File: src/rtl/mdu_pkg.sv
// Shared types and constants for the iterative multiply/divide unit.
// Optional single-cycle multiply path is enabled by the MDU_FAST_MULT_EN macro.
package mdu_pkg;

    localparam int WIDTH       = 32;
    localparam int MDU_LATENCY = 33;
    localparam int CNT_W       = $clog2(WIDTH);

    typedef enum logic [1:0] {
        OP_MULT  = 2'd0,
        OP_MULTU = 2'd1,
        OP_DIV   = 2'd2,
        OP_DIVU  = 2'd3
    } op_e;

    typedef enum logic [1:0] {
        IDLE = 2'd0,
        CALC = 2'd1,
        SIGN = 2'd2
    } state_e;

    localparam logic [WIDTH-1:0] DIV0_QUOTIENT = '1;

    // 0x80000000 maps to itself, which is its correct unsigned magnitude.
    function automatic logic [WIDTH-1:0] abs_val(input logic [WIDTH-1:0] v);
        return v[WIDTH-1] ? -v : v;
    endfunction

endpackage

File: src/rtl/mdu_if.sv
// Handshake/data bundle between the EX stage and the multiply/divide unit.
import mdu_pkg::*;

interface mdu_if;
    logic             start;
    logic [1:0]       op;
    logic [WIDTH-1:0] operand_a;
    logic [WIDTH-1:0] operand_b;
    logic             write_hi;
    logic             write_lo;
    logic             cancel;
    logic [WIDTH-1:0] hi;
    logic [WIDTH-1:0] lo;
    logic             busy;
    logic             done;

    modport master (
        output start, op, operand_a, operand_b, write_hi, write_lo, cancel,
        input  hi, lo, busy, done
    );

    modport slave (
        input  start, op, operand_a, operand_b, write_hi, write_lo, cancel,
        output hi, lo, busy, done
    );
endinterface

File: src/rtl/mdu_shift_core.sv
// Datapath of the iterative unit: one shift-add (multiply) or restoring
// shift-subtract (divide) step per enabled cycle on unsigned magnitudes.
import mdu_pkg::*;

module mdu_shift_core (
    input  logic             i_clk,
    input  logic             i_rst,
    input  logic             i_load,
    input  logic             i_step,
    input  logic             i_div,
    input  logic [WIDTH-1:0] i_a,
    input  logic [WIDTH-1:0] i_b,
    output logic [WIDTH-1:0] o_hi,
    output logic [WIDTH-1:0] o_lo
);

    logic [WIDTH-1:0] r_hi;
    logic [WIDTH-1:0] r_lo;
    logic [WIDTH-1:0] r_b;
    logic             r_div;

    logic [WIDTH:0]   w_sum;
    logic [WIDTH:0]   w_trial;
    logic [WIDTH+1:0] w_diff;
    logic             w_fits;

    // Multiply: r_hi:r_lo is the product accumulator, r_lo doubles as the
    // multiplier shifting out LSB first. Divide: r_hi is the partial
    // remainder, r_lo the dividend shifting out MSB first / quotient in.
    always_comb begin
        w_sum   = {1'b0, r_hi} + (r_lo[0] ? {1'b0, r_b} : '0);
        w_trial = {r_hi, r_lo[WIDTH-1]};
        w_diff  = {1'b0, w_trial} - {2'b00, r_b};
        w_fits  = ~w_diff[WIDTH+1];
    end

    always_ff @(posedge i_clk or posedge i_rst) begin
        if (i_rst) begin
            r_hi  <= '0;
            r_lo  <= '0;
            r_b   <= '0;
            r_div <= 1'b0;
        end else if (i_load) begin
            r_hi  <= '0;
            r_lo  <= i_a;
            r_b   <= i_b;
            r_div <= i_div;
        end else if (i_step) begin
            if (r_div) begin
                r_hi <= w_fits ? w_diff[WIDTH-1:0] : w_trial[WIDTH-1:0];
                r_lo <= {r_lo[WIDTH-2:0], w_fits};
            end else begin
                r_hi <= w_sum[WIDTH:1];
                r_lo <= {w_sum[0], r_lo[WIDTH-1:1]};
            end
        end
    end

    assign o_hi = r_hi;
    assign o_lo = r_lo;

endmodule

File: src/rtl/mult_div_unit.sv
// Multi-cycle MULT/MULTU/DIV/DIVU unit holding HI/LO, with MTHI/MTLO and flush.
// Define MDU_FAST_MULT_EN to compute multiplies in one cycle (IDLE -> SIGN).
import mdu_pkg::*;

module mult_div_unit (
    input  logic i_clk,
    input  logic i_rst,
    mdu_if.slave bus
);

    state_e           r_state;
    logic [CNT_W-1:0] r_count;
    logic [WIDTH-1:0] r_hi;
    logic [WIDTH-1:0] r_lo;
    logic             r_busy;
    logic             r_done;
    logic             r_is_div;
    logic             r_neg_q;
    logic             r_neg_r;
    logic             r_div0;
    logic [WIDTH-1:0] r_raw_a;

    op_e              w_op;
    logic             w_signed;
    logic             w_launch;
    logic [WIDTH-1:0] w_a_mag;
    logic [WIDTH-1:0] w_b_mag;
    logic [WIDTH-1:0] w_core_hi;
    logic [WIDTH-1:0] w_core_lo;
    logic [2*WIDTH-1:0] w_prod;
    logic [2*WIDTH-1:0] w_prod_s;
    logic [WIDTH-1:0] w_quot;
    logic [WIDTH-1:0] w_rem;

    assign w_op     = op_e'(bus.op);
    assign w_signed = (w_op == OP_MULT) || (w_op == OP_DIV);
    assign w_launch = (r_state == IDLE) && bus.start && !bus.cancel;
    assign w_a_mag  = w_signed ? abs_val(bus.operand_a) : bus.operand_a;
    assign w_b_mag  = w_signed ? abs_val(bus.operand_b) : bus.operand_b;

    mdu_shift_core u_core (
        .i_clk  (i_clk),
        .i_rst  (i_rst),
        .i_load (w_launch),
        .i_step (r_state == CALC),
        .i_div  (w_op[1]),
        .i_a    (w_a_mag),
        .i_b    (w_b_mag),
        .o_hi   (w_core_hi),
        .o_lo   (w_core_lo)
    );

`ifdef MDU_FAST_MULT_EN
    logic [2*WIDTH-1:0] r_fast_prod;
    logic [2*WIDTH-1:0] w_fast_prod;

    assign w_fast_prod = w_a_mag * w_b_mag;

    always_ff @(posedge i_clk or posedge i_rst) begin
        if (i_rst) begin
            r_fast_prod <= '0;
        end else if (w_launch) begin
            r_fast_prod <= w_fast_prod;
        end
    end

    assign w_prod = r_fast_prod;
`else
    assign w_prod = {w_core_hi, w_core_lo};
`endif

    assign w_prod_s = r_neg_q ? -w_prod : w_prod;
    assign w_quot   = r_neg_q ? -w_core_lo : w_core_lo;
    assign w_rem    = r_neg_r ? -w_core_hi : w_core_hi;

    always_ff @(posedge i_clk or posedge i_rst) begin
        if (i_rst) begin
            r_state  <= IDLE;
            r_count  <= '0;
            r_hi     <= '0;
            r_lo     <= '0;
            r_busy   <= 1'b0;
            r_done   <= 1'b0;
            r_is_div <= 1'b0;
            r_neg_q  <= 1'b0;
            r_neg_r  <= 1'b0;
            r_div0   <= 1'b0;
            r_raw_a  <= '0;
        end else begin
            r_done <= 1'b0;
            case (r_state)
                IDLE: begin
                    if (bus.write_hi) r_hi <= bus.operand_a;
                    if (bus.write_lo) r_lo <= bus.operand_a;
                    if (w_launch) begin
                        r_is_div <= w_op[1];
                        r_neg_q  <= w_signed && (bus.operand_a[WIDTH-1] ^ bus.operand_b[WIDTH-1]);
                        r_neg_r  <= w_signed && bus.operand_a[WIDTH-1];
                        r_div0   <= (bus.operand_b == '0);
                        r_raw_a  <= bus.operand_a;
                        r_count  <= CNT_W'(WIDTH - 1);
                        r_busy   <= 1'b1;
                        r_state  <= CALC;
`ifdef MDU_FAST_MULT_EN
                        if (!w_op[1]) r_state <= SIGN;
`endif
                    end
                end
                CALC: begin
                    if (bus.cancel) begin
                        r_state <= IDLE;
                        r_busy  <= 1'b0;
                    end else if (r_count == '0) begin
                        r_state <= SIGN;
                    end else begin
                        r_count <= r_count - 1'b1;
                    end
                end
                SIGN: begin
                    r_state <= IDLE;
                    r_busy  <= 1'b0;
                    if (!bus.cancel) begin
                        r_done <= 1'b1;
                        if (!r_is_div) begin
                            r_hi <= w_prod_s[2*WIDTH-1:WIDTH];
                            r_lo <= w_prod_s[WIDTH-1:0];
                        end else if (r_div0) begin
                            // Divide by zero: HI keeps the raw dividend.
                            r_hi <= r_raw_a;
                            r_lo <= DIV0_QUOTIENT;
                        end else begin
                            r_hi <= w_rem;
                            r_lo <= w_quot;
                        end
                    end
                end
                default: begin
                    r_state <= IDLE;
                    r_busy  <= 1'b0;
                end
            endcase
        end
    end

    assign bus.hi   = r_hi;
    assign bus.lo   = r_lo;
    assign bus.busy = r_busy;
    assign bus.done = r_done;

endmodule

File: src/flat_wrapper.sv
// flat-port wrapper written by rule: the top's interface ports become plain ports
module mult_div_unit_flat 
  (i_clk, i_rst, bus_start, bus_op, bus_operand_a, bus_operand_b, bus_write_hi, bus_write_lo, bus_cancel, bus_hi, bus_lo, bus_busy, bus_done);
  mdu_if bus_i ();
  input  logic i_clk;
  input  logic i_rst;
  input wire logic [$bits(bus_i.start)-1:0] bus_start;
  input wire logic [$bits(bus_i.op)-1:0] bus_op;
  input wire logic [$bits(bus_i.operand_a)-1:0] bus_operand_a;
  input wire logic [$bits(bus_i.operand_b)-1:0] bus_operand_b;
  input wire logic [$bits(bus_i.write_hi)-1:0] bus_write_hi;
  input wire logic [$bits(bus_i.write_lo)-1:0] bus_write_lo;
  input wire logic [$bits(bus_i.cancel)-1:0] bus_cancel;
  output wire logic [$bits(bus_i.hi)-1:0] bus_hi;
  output wire logic [$bits(bus_i.lo)-1:0] bus_lo;
  output wire logic [$bits(bus_i.busy)-1:0] bus_busy;
  output wire logic [$bits(bus_i.done)-1:0] bus_done;
  assign bus_i.start = bus_start;
  assign bus_i.op = bus_op;
  assign bus_i.operand_a = bus_operand_a;
  assign bus_i.operand_b = bus_operand_b;
  assign bus_i.write_hi = bus_write_hi;
  assign bus_i.write_lo = bus_write_lo;
  assign bus_i.cancel = bus_cancel;
  assign bus_hi = bus_i.hi;
  assign bus_lo = bus_i.lo;
  assign bus_busy = bus_i.busy;
  assign bus_done = bus_i.done;
  mult_div_unit u_core (.i_clk(i_clk), .i_rst(i_rst), .bus(bus_i));
endmodule
File: config.mk
export PLATFORM = sky130hd
export DESIGN_NAME = mult_div_unit_flat
export DESIGN_NICKNAME = d
export VERILOG_FILES = /design/src/rtl/mdu_pkg.sv /design/src/rtl/mdu_if.sv /design/src/rtl/mdu_shift_core.sv /design/src/rtl/mult_div_unit.sv /design/src/flat_wrapper.sv
export SDC_FILE = /design/constraint.sdc
export NUM_CORES = 1
export LEC_CHECK = 0
export ABC_CLOCK_PERIOD_IN_PS = 16300
export CAP_MARGIN = 10
export CORE_MARGIN = 1
export CORE_UTILIZATION = 27
export DETAILED_ROUTE_END_ITERATION = 7
export PLACE_DENSITY = 0.41
export SKIP_CTS_REPAIR_TIMING = 1
export SYNTH_ARGS = -nofsm -noshare
export SYNTH_HDL_FRONTEND = slang
export SYNTH_SLANG_ARGS = --single-unit
export TNS_END_PERCENT = 50
File: constraint.sdc
create_clock -name i_clk -period 16.3 [get_ports i_clk]
set_input_delay 3.26 -clock i_clk [delete_from_list [all_inputs] [get_ports i_clk]]
set_output_delay 3.26 -clock i_clk [all_outputs]
set_load 0.03 [all_outputs]
[Word-level counts from Yosys, hierarchy flattened]
Index checks and enable logic that the tools add are counted.
Cells by class
  add/subtract/negate cells: 8
  eq/ne operators: 11
  muxes and demuxes: 38
  bitwise gates (word level): 2
  reduce and logical (&&, ||, !) cells: 19
Operators by type and width (number)
  32-bit 2-to-1 mux: 22
  32-bit negation: 4
  32-bit case mux with 2 select lines: 2
  64-bit 2-to-1 mux: 1
  64-bit negation: 1
  33-bit by 32-bit subtractor with 34-bit output: 1
  32-bit by 33-bit adder with 33-bit output: 1
  32-bit zero test: 1
  5-bit 2-to-1 mux: 3
  2-bit inequality test (second input constant): 6
  5-bit case mux with 2 select lines: 1
  2-bit 2-to-1 mux: 3
  2-bit AND reduction: 3
  3-bit AND reduction: 2
  2-bit nonzero test: 3
  5-bit zero test: 1
  5-bit by 1-bit subtractor with 5-bit output (second input constant): 1
  2-bit equality test (second input constant): 2
  1-bit logical AND: 4
  2-bit zero test: 2
  1-bit 2-to-1 mux: 4
  2-bit case mux with 2 select lines: 1
  4-bit AND reduction: 1
  3-bit by 2-bit inequality test with 1-bit output (second input constant): 1
  7 further kinds: 7
Storage, ports and cells
  flip-flop bits (word level): 206
  input bits: 72
  output and inout bits: 66
  logic and storage cells: 93

[Depth between registers and ports, before layout]
Gate-level depths: netlist (run 1).
  depth after elaboration: 6
  gate-level depth with buffers: 14
  depth with buffers taken out: 13

[Cells and area by module]
A second synthesis (run 1) with hierarchy kept.
Unflattened totals
  cell total of the unflattened synthesis: 2194
  area total of the unflattened synthesis: 17097.6 um2
By module, submodules not included
  mult_div_unit: times used 1, cells an instance 1151, area an instance 8748.4 um2, sequential area each 2727.6 um2
  mdu_shift_core: times used 1, cells an instance 1043, area an instance 8349.3 um2, sequential area each 2427.3 um2

[Worst setup path before layout (run 1)]
OpenSTA, ideal clock, no wires.
  path type: input -> register
  start: input port bus_operand_a[8]
  end: register u_core.u_core.r_lo[30], in the netlist u_core.u_core.o_lo[30]
  library setup time: 129 ps
  data arrival time: 5944 ps
  required time: 16171 ps
  path slack: 10227 ps
  stages on the path: 10
  buffers on the path: 1
  path through: buf_2 or4_4 nor4_4 nand2b_1 or3_1 or3_4 or4_4 o41ai_4 xor2_1 o21ai_1
On the way
  longest elaborated chain between the ends: 4
Ends and longest elaborated chain
  start: declaration: line flat_wrapper.sv:9  | input wire logic [$bits(bus_i.operand_a)-1:0] bus_operand_a;
  32-bit negation: line mdu_pkg.sv:26  | return v[WIDTH-1] ? -v : v;
  32-bit 2-to-1 mux: line mdu_pkg.sv:26
  32-bit 2-to-1 mux: line mult_div_unit.sv:38  | assign w_a_mag = w_signed ? abs_val(bus.operand_a) : bus.operand_a;
  32-bit 2-to-1 mux: line mdu_shift_core.sv:43  | end else if (i_load) begin
  end signal: assignment: line mdu_shift_core.sv:45  | r_lo <= i_a;
  end signal: assignment: line mdu_shift_core.sv:51  | r_lo <= {r_lo[WIDTH-2:0], w_fits};
  end signal: assignment: line mdu_shift_core.sv:54  | r_lo <= {w_sum[0], r_lo[WIDTH-1:1]};
  end: declaration: line mdu_shift_core.sv:18  | logic [WIDTH-1:0] r_lo;
Every way passes these cells.
A chain may end at the register's enable or synchronous reset.

[Worst setup path in the final report (run 1)]
  start: input port bus_operand_a[7]
  end: register u_core.u_core.r_lo[29], in the netlist u_core.u_core.o_lo[29]
The elaborated chain is that of the path after synthesis.

==> flow_summary.json, run 1 <==
{
  "dp.cells": 2886,
  "crit_required_ps": 16730,
  "cts_made_buffers": 28,
  "grt_max_degree": 88,
  "drt_iter0_drc": 1037,
  "syn_inst": 2106,
  "dieArea_um2": 61900,
  "clock-sinks": 206,
  "arrival_ps": 6680,
  "synth_seq_area_share_pct": 31.3,
  "hold_class": "reg -> reg",
  "grt_antenna_before_repair": 1,
  "die_h_um": 249,
  "final_common_cell": "nand2_1",
  "placed_area_um2": 18400,
  "cp_num_buf_inv": 1,
  "crit_path_cell_trace": "clkdlybuf4s50_1, or4_4, nor4_4, nand2b_1, or3_1, or3_1, or4_4, o31ai_1, xor2_1, o21ai_1",
  "die_x_um": 249,
  "yosys_most_used_dff": "dfrtp_1",
  "pwr-share-comb_pct": 52.2,
  "crit_path_max_incr_delay_ps": 660,
  "grt_use_total_pct": 19.3,
  "slowest_stage": "or4_4",
  "p_leak_nw": 7.77,
  "slew-limit-headroom_pct": 23.6,
  "stdcell_count": 2931,
  "grt_pass1_wl_um": 94700,
  "syn_area_um2": 16500,
  "worst_pin_slew_ps": 1140,
  "pwr_density_cell_nw_per_um2": 155,
  "synth_edf_count": 0,
  "hpwl_um": 44900,
  "p_seq_share_pct": 28.5,
  "clkTransAtPathRegs_ps": 60,
  "syn_area_per_cell_um2": 7.81,
  "num_rows": 90,
  "final_cell_mix": "nand2_1, o21ai_0, dfrtp_1, nor2_1, clkdlybuf4s50_1",
  "clock_power_share_pct": 19.2,
  "antenna_left": 0,
  "io_buffer_count": 137,
  "drc_errors": 0,
  "antenna_cells": 0,
  "core_area_um2": 60200,
  "max-vdd-ir-drop_mv": 0.0749,
  "hold_violations": 0,
  "initial_core_util_pct": 27.3,
  "grt_pass1_vias": 15600,
  "clk_root_buffer_cell": "clkbuf_16",
  "async_flop_share_pct": 100,
  "skew_ps": 18.3,
  "cp_max_fo": 8,
  "fin_total_pwr_mw": 2.98,
  "fin_crit_sh_pct": 38.3,
  "cts_tree": "done",
  "wl_per_cell_um": 20.6,
  "cap_violations": 0,
  "syn_nets": 2250,
  "clkLatencyLatePin_ps": 580,
  "end_kind": "register",
  "ys_seq_elements": 206,
  "switching_share_pct": 46.8,
  "crit_family": "simple AND/OR/NAND/NOR gates",
  "final_util_pct": 32.0,
  "layout-drive-gt1-share_pct": 4.56,
  "synth_cell_types": 76,
  "drv_slew": 0,
  "design_area_um2": 19300,
  "p_int_mw": 1.59,
  "routed_wl_um": 60400,
  "layout.nets": 2278,
  "p_sw_mw": 1.40,
  "tns_ps": 0,
  "via_count": 15500,
  "io_pins": 138,
  "synth_warnings": 0,
  "cts_buffer_depth": 3,
  "via_per_inst": 5.30,
  "timing.fmax_mhz": 160,
  "rsz0062_at_grt": "no",
  "cts_htree_levels": 1,
  "yosysTopAreaCell": "dfrtp_1",
  "area_delta_synth_final_pct": 17.0,
  "finalSetupViolCount": 0,
  "cp-start-kind": "input port",
  "period_minus_slack_ps": 6250,
  "grt-ovfl-total": 0,
  "first_pass_iters": 5,
  "r2r_setup_slack_ps": 11960,
  "gp_congestion": 0.843,
  "path_class": "in -> reg",
  "outcome": "finished clean",
  "yosys-top-cells-area": "dfrtp_1, nand2_1, o21ai_0, ha_1, xnor2_1",
  "synth.top_cell.area_share_pct": 31.3
}
flip-flops by register name (all words and copies together) (netlist names), 2 cells and up:
name	cells
u_core.r_raw_a	32
u_core.r_state	2
u_core.u_core.o_lo	32
u_core.u_core.o_hi	32
u_core.bus.hi	32
u_core.bus.lo	32
u_core.u_core.r_b	32
u_core.r_count	5
per-layer routing:
| layer | up-vias | GRT usage, % | routed length [um] |
|---|---|---|---|
| li1 | 7636 | - | - |
| met1 | 7452 | 26.5 | 28600 |
| met2 | 373 | 31.6 | 27500 |
| met3 | 80 | 2.01 | 2430 |
| met4 | 0 | 5.89 | 1810 |
| met5 | - | 0 | 0 |
synthesized netlist by cell type, types with 13 or more instances:
cell type	n
a211oi_1	18
a21o_1	28
a21oi_1	132
a22oi_1	15
a31oi_1	17
and2_1	16
and3_1	17
clkbuf_1	151
dfrtp_1	206
ha_1	70
inv_1	68
mux2i_1	37
nand2_1	304
nand2b_1	20
nand3_1	41
nand4_1	13
nor2_1	160
nor2b_1	17
nor3_1	35
o211ai_1	44
o21a_1	18
o21ai_0	207
o22ai_1	45
o31ai_1	32
o41ai_1	16
or3_1	21
or4_1	22
xnor2_1	98
xor2_1	72
path summary, 6_finish.rpt:
path	start	endpoint	cells past startpoint
worst max-delay path	bus_operand_a[7]	u_core.u_core.o_lo[29]$_DFFE_PP0P_	10
worst min-delay path	u_core.bus.lo[13]$_DFFE_PP0P_	u_core.bus.lo[13]$_DFFE_PP0P_	2
worst max register to register	u_core.u_core.o_lo[10]$_DFFE_PP0P_	u_core.bus.hi[9]$_DFFE_PP0P_	9
worst min register to register	u_core.bus.lo[13]$_DFFE_PP0P_	u_core.bus.lo[13]$_DFFE_PP0P_	2
max in group asynchronous	i_rst	u_core.u_core.r_div$_DFFE_PP0P_	3
min in group asynchronous	i_rst	u_core.bus.lo[6]$_DFFE_PP0P_	2
kinds of logic (layout without fill, tap and decap cells):
family                     after synthesis  in the layout  synth area share (%)
AOI/OAI and AO/OA                      670            670                  25.8
buffers and inverters                  230            273                  5.30
xor gates and xnor gates               170            170                  9.05
adders and majority gates               72             72                  5.57
and+or+nand+nor                        711            711                  20.0
DFF                                    206            206                  31.3
muxes                                   47             47                  2.93
power groups by stage:
| stage | clock, mW | combinational, mW | sequential, mW |
|---|---|---|---|
| finish | 0.573 | 1.56 | 0.851 |
| detailed placement | 0 | 1.55 | 0.857 |
| floorplan | 0 | 1.13 | 0.783 |
| global placement | 0 | 1.55 | 0.854 |
| CTS | 0.594 | 1.55 | 0.848 |
| global route | 0.610 | 1.72 | 0.873 |
metrics by stage:
stage,worst slack (ps),hold WS (ps)
2_1_floorplan,7420,440
3_3_place_gp,9480,458
3_5_place_dp,9430,461
4_1_cts,10050,479
5_1_grt,9860,499
6_report,10050,473
worst reg2reg max path, cell delays in order (launching register included):
cell	delay (ps)
dfrtp_1	440
or4_1	620
or4_1	580
nor4_2	480
nand3_1	690
or2_2	640
a221oi_1	330
a211oi_1	140
a21oi_1	220
o21ai_1	80
final cells by class:
cell class	count	area [um^2]
tap	782	978
sequential	206	5160
fill	6400	41000
clock buffer	44	801
inverter	69	267
multi-input combinational	1670	10500
timing repair buffer	159	1540
clock inverter	1	30.0
Power figures use the tool's default switching activity.
==> inputs of run 2 (changes only) <==
--- a/config.mk
+++ b/config.mk
@@ -5,7 +5,7 @@
 export SDC_FILE = /design/constraint.sdc
 export NUM_CORES = 1
 export LEC_CHECK = 0
-export ABC_CLOCK_PERIOD_IN_PS = 16300
+export ABC_CLOCK_PERIOD_IN_PS = 6200
 export CAP_MARGIN = 10
 export CORE_MARGIN = 1
 export CORE_UTILIZATION = 27
==> constraint.sdc (replaced) <==
create_clock -name i_clk -period 6.2 [get_ports i_clk]
set_input_delay 1.24 -clock i_clk [delete_from_list [all_inputs] [get_ports i_clk]]
set_output_delay 1.24 -clock i_clk [all_outputs]
set_load 0.03 [all_outputs]
==> flow_summary.json, run 2 (synthesis gave the netlist of run 1 again) <==
{
  "outcome": "finished clean",
  "cts_tree": "done",
  "grt_use_total_pct": 19.3,
  "via_per_inst": 5.32,
  "pwr_density_cell_nw_per_um2": 413,
  "antenna_cells": 0,
  "end_kind": "register",
  "dieArea_um2": 61900,
  "rsz0062_at_grt": "no",
  "crit_required_ps": 6660,
  "final_cell_mix": "nand2_1, o21ai_0, dfrtp_1, nor2_1, clkdlybuf4s50_1",
  "p_int_mw": 4.28,
  "final_common_cell": "nand2_1",
  "worst_pin_slew_ps": 1130,
  "clock_power_share_pct": 20.7,
  "cp_max_fo": 8,
  "grt-ovfl-total": 0,
  "layout.nets": 2283,
  "pwr-share-comb_pct": 51.4,
  "via_count": 15700,
  "path_class": "in -> reg",
  "slew-limit-headroom_pct": 24.1,
  "cts_buffer_depth": 3,
  "grt_antenna_before_repair": 0,
  "p_sw_mw": 3.74,
  "core_area_um2": 60200,
  "antenna_left": 0,
  "cts_made_buffers": 28,
  "cap_violations": 0,
  "p_leak_nw": 7.87,
  "tns_ps": 0,
  "hold_class": "reg -> reg",
  "drv_slew": 0,
  "clkLatencyLatePin_ps": 600,
  "clock-sinks": 206,
  "skew_ps": 29.0,
  "arrival_ps": 4700,
  "io_pins": 138,
  "cp-start-kind": "input port",
  "grt_pass1_vias": 15300,
  "io_buffer_count": 137,
  "area_delta_synth_final_pct": 18.0,
  "initial_core_util_pct": 27.3,
  "fin_crit_sh_pct": 68.4,
  "hpwl_um": 45000,
  "period_minus_slack_ps": 4240,
  "max-vdd-ir-drop_mv": 0.242,
  "num_rows": 90,
  "routed_wl_um": 60900,
  "p_seq_share_pct": 27.9,
  "layout-drive-gt1-share_pct": 5.41,
  "cts_htree_levels": 1,
  "wl_per_cell_um": 20.7,
  "switching_share_pct": 46.7,
  "hold_violations": 0,
  "final_util_pct": 32.2,
  "grt_max_degree": 124,
  "first_pass_iters": 5,
  "drt_iter0_drc": 1040,
  "drc_errors": 0,
  "gp_congestion": 0.853,
  "timing.fmax_mhz": 236,
  "die_x_um": 249,
  "clk_root_buffer_cell": "clkbuf_16",
  "grt_pass1_wl_um": 94800,
  "die_h_um": 249,
  "clkTransAtPathRegs_ps": 60,
  "finalSetupViolCount": 0
}
## run 2: worst paths after layout
kind / from / endpoint / slack [ps] / cells past startpoint
setup / recovery: bus_operand_a[7] / u_core.u_core.o_lo[29]$_DFFE_PP0P_ / 1960 / 10
hold / removal: u_core.r_raw_a[18]$_DFFE_PP0P_ / u_core.r_raw_a[18]$_DFFE_PP0P_ / 470 / 2
hold reg to reg: u_core.r_raw_a[18]$_DFFE_PP0P_ / u_core.r_raw_a[18]$_DFFE_PP0P_ / 470 / 2
min in group asynchronous: i_rst / u_core.bus.lo[8]$_DFFE_PP0P_ / 1150 / 2
setup reg to reg: u_core.u_core.o_lo[10]$_DFFE_PP0P_ / u_core.bus.hi[9]$_DFFE_PP0P_ / 1990 / 9
max in group asynchronous: i_rst / u_core.r_neg_q$_DFFE_PP0P_ / 3830 / 3
## run 2: worst max-delay path, stage by stage
cell and delay [ps]:
clkdlybuf4s50_1 610, or4_4 660, nor4_4 190, nand2b_1 130, or3_1 350, or3_1 410
or4_4 560, o31ai_1 300, xor2_1 190, o21ai_1 70
## run 2: metrics by stage
| step | setup WS [ps] | cells | hold slack (ps) | cell area, um^2 | power [mW] |
|---|---|---|---|---|---|
| 2_1_floorplan | 2150 | 2106 | 440 | 16500 | 5.02 |
| 3_3_place_gp | 1420 | 2891 | 460 | 18500 | 6.35 |
| 3_5_place_dp | 1380 | 2891 | 460 | 18500 | 6.35 |
| 4_1_cts | 2010 | 2943 | 479 | 19400 | 8.06 |
| 5_1_grt | 1730 | 2943 | 500 | 19400 | 8.61 |
| 6_report | 1960 | 2943 | 474 | 19400 | 8.02 |
## run 2: area by class of cell
class	count	area [um^2]
clock buffer	41	840
tap	782	978
fill	6442	40800
sequential	206	5160
clock inverter	11	113
multi-input combinational	1670	10500
inverter	69	263
timing repair buffer	164	1590
## run 2: power groups by stage
stage                     registers, mW  clock network, mW  logic [mW]
after floorplan                    2.06                  0        2.96
after global placement             2.25                  0        4.10
after detailed placement           2.26                  0        4.10
after CTS                          2.23               1.71        4.11
after global routing               2.29               1.76        4.55
final                              2.24               1.66        4.12
## run 2: layer usage
metal / wire length, um / global-route usage (%)
met1: 29400 / 27.0
met2: 28000 / 32.0
met3: 2150 / 1.86
met4: 1370 / 4.33
met5: 0 / 0
==> inputs of run 3 (changes only) <==
--- a/config.mk
+++ b/config.mk
@@ -5,12 +5,12 @@
 export SDC_FILE = /design/constraint.sdc
 export NUM_CORES = 1
 export LEC_CHECK = 0
-export ABC_CLOCK_PERIOD_IN_PS = 6200
+export ABC_CLOCK_PERIOD_IN_PS = 3600
 export CAP_MARGIN = 10
 export CORE_MARGIN = 1
 export CORE_UTILIZATION = 27
 export DETAILED_ROUTE_END_ITERATION = 7
-export PLACE_DENSITY = 0.41
+export PLACE_DENSITY = 0.43
 export SKIP_CTS_REPAIR_TIMING = 1
 export SYNTH_ARGS = -nofsm -noshare
 export SYNTH_HDL_FRONTEND = slang
==> constraint.sdc (replaced) <==
create_clock -name i_clk -period 3.6 [get_ports i_clk]
set_input_delay 0.72 -clock i_clk [delete_from_list [all_inputs] [get_ports i_clk]]
set_output_delay 0.72 -clock i_clk [all_outputs]
set_load 0.03 [all_outputs]
==> flow_summary.json, run 3 (synthesis gave the netlist of run 1 again) <==
{
  "drc_errors": 0,
  "fin_crit_sh_pct": 96.6,
  "p_leak_nw": 8.55,
  "via_count": 16200,
  "cts_buffer_depth": 3,
  "holdWs_ps": 473,
  "cap_violations": 0,
  "path_class": "reg -> reg",
  "arrival_ps": 3950,
  "cts_tree": "done",
  "die_h_um": 249,
  "grt_pass1_wl_um": 96700,
  "fin_total_pwr_mw": 14.4,
  "timing.fmax_mhz": 288,
  "cts_made_buffers": 28,
  "hold_class": "reg -> reg",
  "io_buffer_count": 137,
  "grt_use_total_pct": 19.8,
  "routed_wl_um": 62400,
  "max-vdd-ir-drop_mv": 0.396,
  "clkLatencyLatePin_ps": 590,
  "wl_per_cell_um": 20.3,
  "clk_root_buffer_cell": "clkbuf_16",
  "dieArea_um2": 61900,
  "num-fill-cells": 6391,
  "initial_core_util_pct": 27.3,
  "cp_max_fo": 6,
  "hpwl_um": 47300,
  "outcome": "finished clean",
  "hold_violations": 0,
  "grt_max_degree": 66,
  "io_pins": 138,
  "area_delta_synth_final_pct": 25.0,
  "period_minus_slack_ps": 3480,
  "clkTransAtPathRegs_ps": 60,
  "end_kind": "register",
  "grt-ovfl-total": 0,
  "final_common_cell": "nand2_1",
  "core_area_um2": 60200,
  "tns_ps": 0,
  "finalSetupViolCount": 0,
  "dp.cells": 3024,
  "first_pass_iters": 5,
  "grt_antenna_before_repair": 0,
  "drv_slew": 0,
  "layout-drive-gt1-share_pct": 11.4,
  "skew_ps": 29.7,
  "antenna_cells": 0,
  "gp_congestion": 0.867,
  "cts_htree_levels": 1,
  "crit_required_ps": 4070,
  "via_per_inst": 5.25,
  "final_cell_mix": "nand2_1, o21ai_0, dfrtp_1, nor2_1, buf_4",
  "clock-sinks": 206,
  "num_rows": 90,
  "cp-start-kind": "register",
  "die_x_um": 249,
  "layout.nets": 2418,
  "slew-limit-headroom_pct": 20.9,
  "final_util_pct": 34.1,
  "stdcell_count": 3074,
  "antenna_left": 0,
  "pwr_density_cell_nw_per_um2": 701,
  "drt_iter0_drc": 1080,
  "worst_pin_slew_ps": 1190,
  "grt_pass1_vias": 16000
}
[run 3: area by class of cell]
cell class / count / area (um^2) / share of cell area (%)
Clock buffer: 45 / 875 / 4.25
Tap cell: 782 / 978 / 4.76
Multi-Input combinational cell: 1670 / 10500 / 51.3
Clock inverter: 3 / 40.0 / 0.195
Sequential cell: 206 / 5160 / 25.1
Timing Repair Buffer: 299 / 2700 / 13.1
Inverter: 69 / 263 / 1.28
[run 3: through the flow]
stage               setup WS (ps)  cell area (um^2)
finish                        123             20600
global route                -17.3             20600
CTS                         -17.4             20500
detailed placement           -647             19600
global placement             -619             19600
floorplan                    67.3             16500
[run 3: power breakdown]
| group | internal, mW | switching [mW] | leakage [nW] |
|---|---|---|---|
| clock | 1.65 | 1.15 | 0.450 |
| combinational | 3.34 | 4.71 | 5.59 |
| sequential | 2.87 | 0.705 | 2.51 |
| total | 7.85 | 6.56 | 8.55 |
[run 3: worst paths after layout]
check | start | endpoint | slack (ps) | cells past startpoint
max in group asynchronous | i_rst | u_core.bus.hi[18]$_DFFE_PP0P_ | 2130 | 3
worst max register to register | u_core.u_core.o_lo[4]$_DFFE_PP0P_ | u_core.bus.hi[5]$_DFFE_PP0P_ | 120 | 9
worst min register to register | u_core.bus.lo[9]$_DFFE_PP0P_ | u_core.bus.lo[9]$_DFFE_PP0P_ | 470 | 2
worst max-delay path | u_core.u_core.o_lo[4]$_DFFE_PP0P_ | u_core.bus.hi[5]$_DFFE_PP0P_ | 120 | 9
worst min-delay path | u_core.bus.lo[9]$_DFFE_PP0P_ | u_core.bus.lo[9]$_DFFE_PP0P_ | 470 | 2
min in group asynchronous | i_rst | u_core.bus.lo[7]$_DFFE_PP0P_ | 590 | 2
[run 3: metal layers]
| layer | routed length [um] | track usage, % | up-vias |
|---|---|---|---|
| met4 | 1900 | 5.82 | 0 |
| met1 | 29900 | 27.4 | 7765 |
| met3 | 2800 | 2.79 | 87 |
| met5 | 0 | 0 | - |
| met2 | 27800 | 31.7 | 401 |
| li1 | - | - | 7899 |
[run 3: worst max-delay path, cell delays in order, from the launching register on]
cell	delay (ps)
dfrtp_1	370
or4_1	590
or4_1	650
nor4_4	270
nand3_1	280
buf_4	270
o21a_1	180
o311ai_0	480
buf_4	210
nand3_1	60
